<file path="config.mk">
export PLATFORM = sky130hd
export DESIGN_NAME = tia_horizontal_decode
export DESIGN_NICKNAME = d
export VERILOG_FILES = /design/src/rtl/tia_horizontal_pkg.sv /design/src/rtl/tia_phase_srff.sv /design/src/rtl/tia_horizontal_decode.sv
export SDC_FILE = /design/constraint.sdc
export NUM_CORES = 1
export LEC_CHECK = 0
export ABC_AREA = 1
export BUFFER_PORTS_ARGS = -buffer_cell sky130_fd_sc_hd__buf_4
export CAP_MARGIN = 0
export CORE_AREA = 2 2 39 41
export DETAILED_ROUTE_END_ITERATION = 8
export DIE_AREA = 0 0 41 43
export GPL_TIMING_DRIVEN = 0
export PLACE_DENSITY = 0.75
export SLEW_MARGIN = 5
export SYNTH_ARGS = -nofsm -noshare
export SYNTH_HDL_FRONTEND = slang
export SYNTH_SLANG_ARGS = --single-unit
export TNS_END_PERCENT = 100
</file>
<file path="constraint.sdc">
create_clock -name clk -period 2.9 [get_ports clk]
set_clock_uncertainty 0.2 [all_clocks]
set_input_delay 0.29 -clock clk [delete_from_list [all_inputs] [get_ports clk]]
set_output_delay 0.29 -clock clk [all_outputs]
set_load 0.02 [all_outputs]
</file>
<file path="src/rtl/tia_horizontal_pkg.sv">
// Shared definitions for the TIA horizontal counter blocks.
// The decode constants are 6-bit LFSR states written a..f, MSB first.
// The match-vector indices give the bit layout {shb,SHS,RHS,RCB,RHB,LRHB,CNT}.
// tia_horizontal_lfsr uses this package too.
package tia_horizontal_pkg;

    localparam logic [5:0] PAT_SHS  = 6'b111100;  // set hsync
    localparam logic [5:0] PAT_RHS  = 6'b110111;  // reset hsync, set colour burst
    localparam logic [5:0] PAT_RCB  = 6'b001111;  // reset colour burst
    localparam logic [5:0] PAT_RHB  = 6'b011101;  // reset hblank (normal)
    localparam logic [5:0] PAT_LRHB = 6'b010111;  // reset hblank (late, after HMOVE)
    localparam logic [5:0] PAT_CNT  = 6'b101100;  // centre pulse

    localparam int MATCH_W = 7;
    localparam int M_CNT   = 0;
    localparam int M_LRHB  = 1;
    localparam int M_RHB   = 2;
    localparam int M_RCB   = 3;
    localparam int M_RHS   = 4;
    localparam int M_SHS   = 5;
    localparam int M_SHB   = 6;

endpackage

</file>
<file path="src/rtl/tia_phase_srff.sv">
// Phase-enabled set/reset flop.
// Ports:
//   clk - system clock
//   rst - synchronous active-high reset; loads RST_VAL
//   en  - phase enable; set/clr act only when en=1
//   set - set request (wins over clr)
//   clr - clear request
//   q   - registered output
module tia_phase_srff #(
    parameter bit RST_VAL = 1'b0
) (
    input  logic clk,
    input  logic rst,
    input  logic en,
    input  logic set,
    input  logic clr,
    output logic q
);

    always_ff @(posedge clk) begin
        if (rst) begin
            q <= RST_VAL;
        end else if (en) begin
            if (set) begin
                q <= 1'b1;
            end else if (clr) begin
                q <= 1'b0;
            end
        end
    end

endmodule

</file>
<file path="src/rtl/tia_horizontal_decode.sv">
// Horizontal event decoder for the TIA line timing.
// On hphi1 it samples the LFSR state and the shb strobe into a one-hot match
// vector. On the following hphi2 it applies that vector to the line-timing
// flops, then clears the vector so each decode acts once.
// Ports:
//   clk               - system clock, rising edge
//   rsyn              - synchronous active-high reset / RSYNC strobe
//   hphi1, hphi2      - biphase enables
//   a..f              - LFSR state bits
//   shb               - start-HBLANK strobe
//   hmove             - HMOVE strobe; arms late HBLANK reset
//   hsync, hblank, cb - line-timing outputs
//   cnt               - centre pulse, one hphi2 period wide
//   sec               - HMOVE latch state
//   phase_err         - sticky; set when both phases are high together
module tia_horizontal_decode
    import tia_horizontal_pkg::*;
#(
    parameter bit LATE_HBLANK_EN  = 1'b1,
    parameter bit HBLANK_ON_RESET = 1'b1
) (
    input  logic clk,
    input  logic rsyn,
    input  logic hphi1,
    input  logic hphi2,
    input  logic a,
    input  logic b,
    input  logic c,
    input  logic d,
    input  logic e,
    input  logic f,
    input  logic shb,
    input  logic hmove,
    output logic hsync,
    output logic hblank,
    output logic cb,
    output logic cnt,
    output logic sec,
    output logic phase_err
);

    logic               ph1_act;
    logic               ph2_act;
    logic [5:0]         lfsr;
    logic [MATCH_W-1:0] dec;
    logic [MATCH_W-1:0] mv;
    logic               hb_clr;

    // A stage acts only when its phase is high alone. Overlap is an error.
    assign ph1_act = hphi1 & ~hphi2;
    assign ph2_act = hphi2 & ~hphi1;
    assign lfsr    = {a, b, c, d, e, f};

    always_comb begin
        dec         = '0;
        dec[M_SHB]  = shb;
        dec[M_SHS]  = (lfsr == PAT_SHS);
        dec[M_RHS]  = (lfsr == PAT_RHS);
        dec[M_RCB]  = (lfsr == PAT_RCB);
        dec[M_RHB]  = (lfsr == PAT_RHB);
        dec[M_LRHB] = (lfsr == PAT_LRHB);
        dec[M_CNT]  = (lfsr == PAT_CNT);
    end

    // Each hphi2 consumes the match vector. A later hphi2 with no new hphi1
    // therefore does nothing.
    always_ff @(posedge clk) begin
        if (rsyn) begin
            mv        <= '0;
            cnt       <= 1'b0;
            phase_err <= 1'b0;
        end else begin
            if (ph1_act) begin
                mv <= dec;
            end else if (ph2_act) begin
                mv  <= '0;
                cnt <= mv[M_CNT];
            end
            if (hphi1 && hphi2) begin
                phase_err <= 1'b1;
            end
        end
    end

    // After an HMOVE, sec=1. RHB is then ignored and LRHB ends the blank.
    assign hb_clr = (mv[M_RHB] & ~sec) | (mv[M_LRHB] & sec);

    tia_phase_srff #(.RST_VAL(1'b0)) u_hsync (
        .clk (clk), .rst (rsyn), .en (ph2_act),
        .set (mv[M_SHS]), .clr (mv[M_RHS]), .q (hsync)
    );

    tia_phase_srff #(.RST_VAL(HBLANK_ON_RESET)) u_hblank (
        .clk (clk), .rst (rsyn), .en (ph2_act),
        .set (mv[M_SHB]), .clr (hb_clr), .q (hblank)
    );

    tia_phase_srff #(.RST_VAL(1'b0)) u_cb (
        .clk (clk), .rst (rsyn), .en (ph2_act),
        .set (mv[M_RHS]), .clr (mv[M_RCB]), .q (cb)
    );

    // hmove acts on any edge. It beats the LRHB clear on the same edge.
    tia_phase_srff #(.RST_VAL(1'b0)) u_sec (
        .clk (clk), .rst (rsyn), .en (1'b1),
        .set (hmove & LATE_HBLANK_EN), .clr (ph2_act & mv[M_LRHB]), .q (sec)
    );

endmodule

</file>
==> results by group <==
Outcome
  • Status: finished, final reports clean

Pwr
  • Worst VDD drop: around 0.19 mV
  • PwrDens: about 420 nW/um^2
  • Leak Pwr: about 0.00037 uW

Place
  • PortBufs: 17
  • Placer Congestion: about 0.66
  • DP HPWL: 903 um
  • Post-Place Worst Slack: between 1000 and 1500 ps

Floorplan
  • Initial Utilization: about 46%
  • Die height: ~43 um
  • Top Ports: 18
  • FP Rows: 14
  • Die area: around 1800 sq um
  • Die width: just over 40 um
  • Core Box Area: between 1000 and 1500 sq um

Worst setup path
  • R2r startpoint: mv[1]$_SDFFE_PP0P_
  • Crit Path Class: register to primary output
  • CP top delay family: flip-flops
  • Crit path DAT: between 800 and 900 ps
  • Critical path fanouts, max: 5
  • Worst path slowest cell: dfxtp_1
  • Buf/Inv on CP: 1
  • CP startpoint kind: register
  • R2r worst-path depth: 5
  • CP cell instances: buf_4
  • FF-to-FF End: u_hblank.q$_SDFFE_PP1P_
  • Critical Path RT: around 2400 ps
  • CP peak stage delay: a little under 400 ps
  • Setup crit end kind: primary output
  • R2r setup slk: 1970 ps

Clocking
  • CTS tree: built
  • CTS clk-pin slew, worst paths: about 70 ps
  • Root buffer cell: clkbuf_4
  • Skew-Pair Late Insertion Delay: 270 ps
  • TritonCTS buffer count: 3
  • TritonCTS Sinks: 13
  • CTS Buffer Depth: 2
  • H-tree levels: 1
  • Setup bufs post-CTS: 0

Timing
  • Period utilisation layout: about 45%
  • Worst-Margin Slew: approximately 230 ps
  • WHS: ~66 ps
  • Pins over their slew limit: 0
  • Fin crit period: 1320 ps
  • Sum Neg Setup Slack: 0 ps
  • Count of final setup violators: 0
  • Fmax: 759 MHz
  • Max-slew headroom: roughly 85%
  • Setup slack after layout: between 1500 and 2000 ps
  • RSZ-0062 raised after global routing: no
  • Final Hold Viols: 0

Job
  • Max Cap Violations: 0

Logic synthesis
  • Netlist Area Pre-Place: about 640 sq um
  • Synth top area share: between 40% and 50%
  • Synthesis warning total: 0
  • Synth cell types: 16
  • Synth top area cells: dfxtp_1 (41%), nand2_1 (18%), a21oi_2 (6.8%)
  • Largest area contributor in the netlist: dfxtp_1
  • Gate Count Post-Synth: 87
  • Synthesis-stage register bit count: 13
  • Syn Area/Cell: 7.36 sq um
  • Post-synthesis sequential area ratio: 40.6%
  • Syn nets: 102

GRT
  • Largest net degree at the start of global routing: 11
  • First-pass GRT wire length: ~1.7 mm
  • Initial antenna violation count: 0
  • GRT Resource Usage Total: between 10 and 15%
  • Vias in the first global route: roughly 490
  • Remaining global-route overflow: 0

Detailed routing
  • Vias post-DR: around 580
  • Routed Antenna Nets: 0
  • WL/cell: between 9 and 10 um
  • Drt initial violations: 10
  • Vias per cell: roughly 4.7
  • DRC viols: 0
  • Iteration count of the initial detailed-routing pass: 4
  • Final wirelength: 1.13 mm

Worst hold path
  • Hold Path Cell Cnt: 3
  • Hold Path Class: input pin to register
  • Hold_sp: hmove
  • Hold endpoint: u_sec.q$_SDFFE_PP0P_

Finish
  • Ant. Diodes: 0
  • Final nets: 125
  • Layout cell share with drive strength beyond 1: 30.3%
  • Area added between synthesis and finish: 28.7%
## layout by cell type, fill, tap and decap left out, drive strengths merged
cell,count
nand2,34
buf,19
dfxtp,13
a21oi,13
inv,10
nor2,10
clkbuf,4
ha,3
nand3,1
o211ai,1
dlygate4sd3,1
## through the flow
stage / utilization (%) / power [uW] / instance area, sq um / instances
after global routing: 59.6 / 361 / 825 / 125
after detailed placement: 57.0 / 242 / 788 / 120
after CTS: 59.6 / 352 / 825 / 125
after global placement: 57.0 / 242 / 788 / 120
final: 59.6 / 347 / 825 / 125
after floorplan: - / 220 / 641 / 87
## registers in the layout, summed over array words and instances (netlist names)
signal and cells:
cnt 1, u_hblank.q 1, u_cb.q 1, u_sec.q 1, mv 7, u_hsync.q 1, phase_err 1
## cells by family after synthesis
logic type | count (synthesis) | synth area share (%)
AND/OR/NAND/NOR | 45 | 30.1
AO/OA/AOI/OAI | 14 | 14.3
flip-flops | 13 | 40.6
buffers and inverters | 12 | 9.18
adder cells (fa/ha/maj) | 3 | 5.86
## Yosys cell counts (all sizes together)
| library cell | n |
|---|---|
| nand2 | 34 |
| inv | 10 |
| o211ai | 1 |
| a21oi | 13 |
| buf | 2 |
| ha | 3 |
| nand3 | 1 |
| dfxtp | 13 |
| nor2 | 10 |
## layout make-up
class	instances	area, sq um
plain buffers	2	16.3
clock buffers	4	26.3
inverters	10	42.5
multi-input cells	62	322
well taps	16	20.0
fillers	140	559
repair buffers	18	138
flip-flops and latches	13	260
## timing repair
action,CTS,global route
gates resized for setup,0,0
hold endpoints to repair,1,0
hold buffers,1,0
## metal layers
layer	share of wire [%]	vias up	track usage [%]	wire, um
met3	5.8	2	1.57	66
li1	-	311	-	-
met5	0	-	0	0
met2	50	19	23.4	563
met1	43	251	16.6	489
met4	1.2	0	12.0	14
## power breakdown
part | total [uW] | switching, uW | internal (uW)
Clock | 108 | 54.5 | 53.2
Sequential | 184 | 2.38 | 182
Combinational | 54.9 | 29.3 | 25.7
## worst max path at each step
stage                         startpoint                  to  slack [ps]  cells after the start
floorplan                          hphi1  mv[1]$_SDFFE_PP0P_        1540                      8
detailed placement                 hphi1  mv[2]$_SDFFE_PP0P_        1350                      9
finish              u_sec.q$_SDFFE_PP0P_                 sec        1580                      1
global placement                   hphi1  mv[1]$_SDFFE_PP0P_        1380                      9
CTS                 u_sec.q$_SDFFE_PP0P_                 sec        1570                      1
global route                        rsyn  mv[6]$_SDFFE_PP0P_        1540                      4
Note: power is estimated with default switching activity, not from simulation.
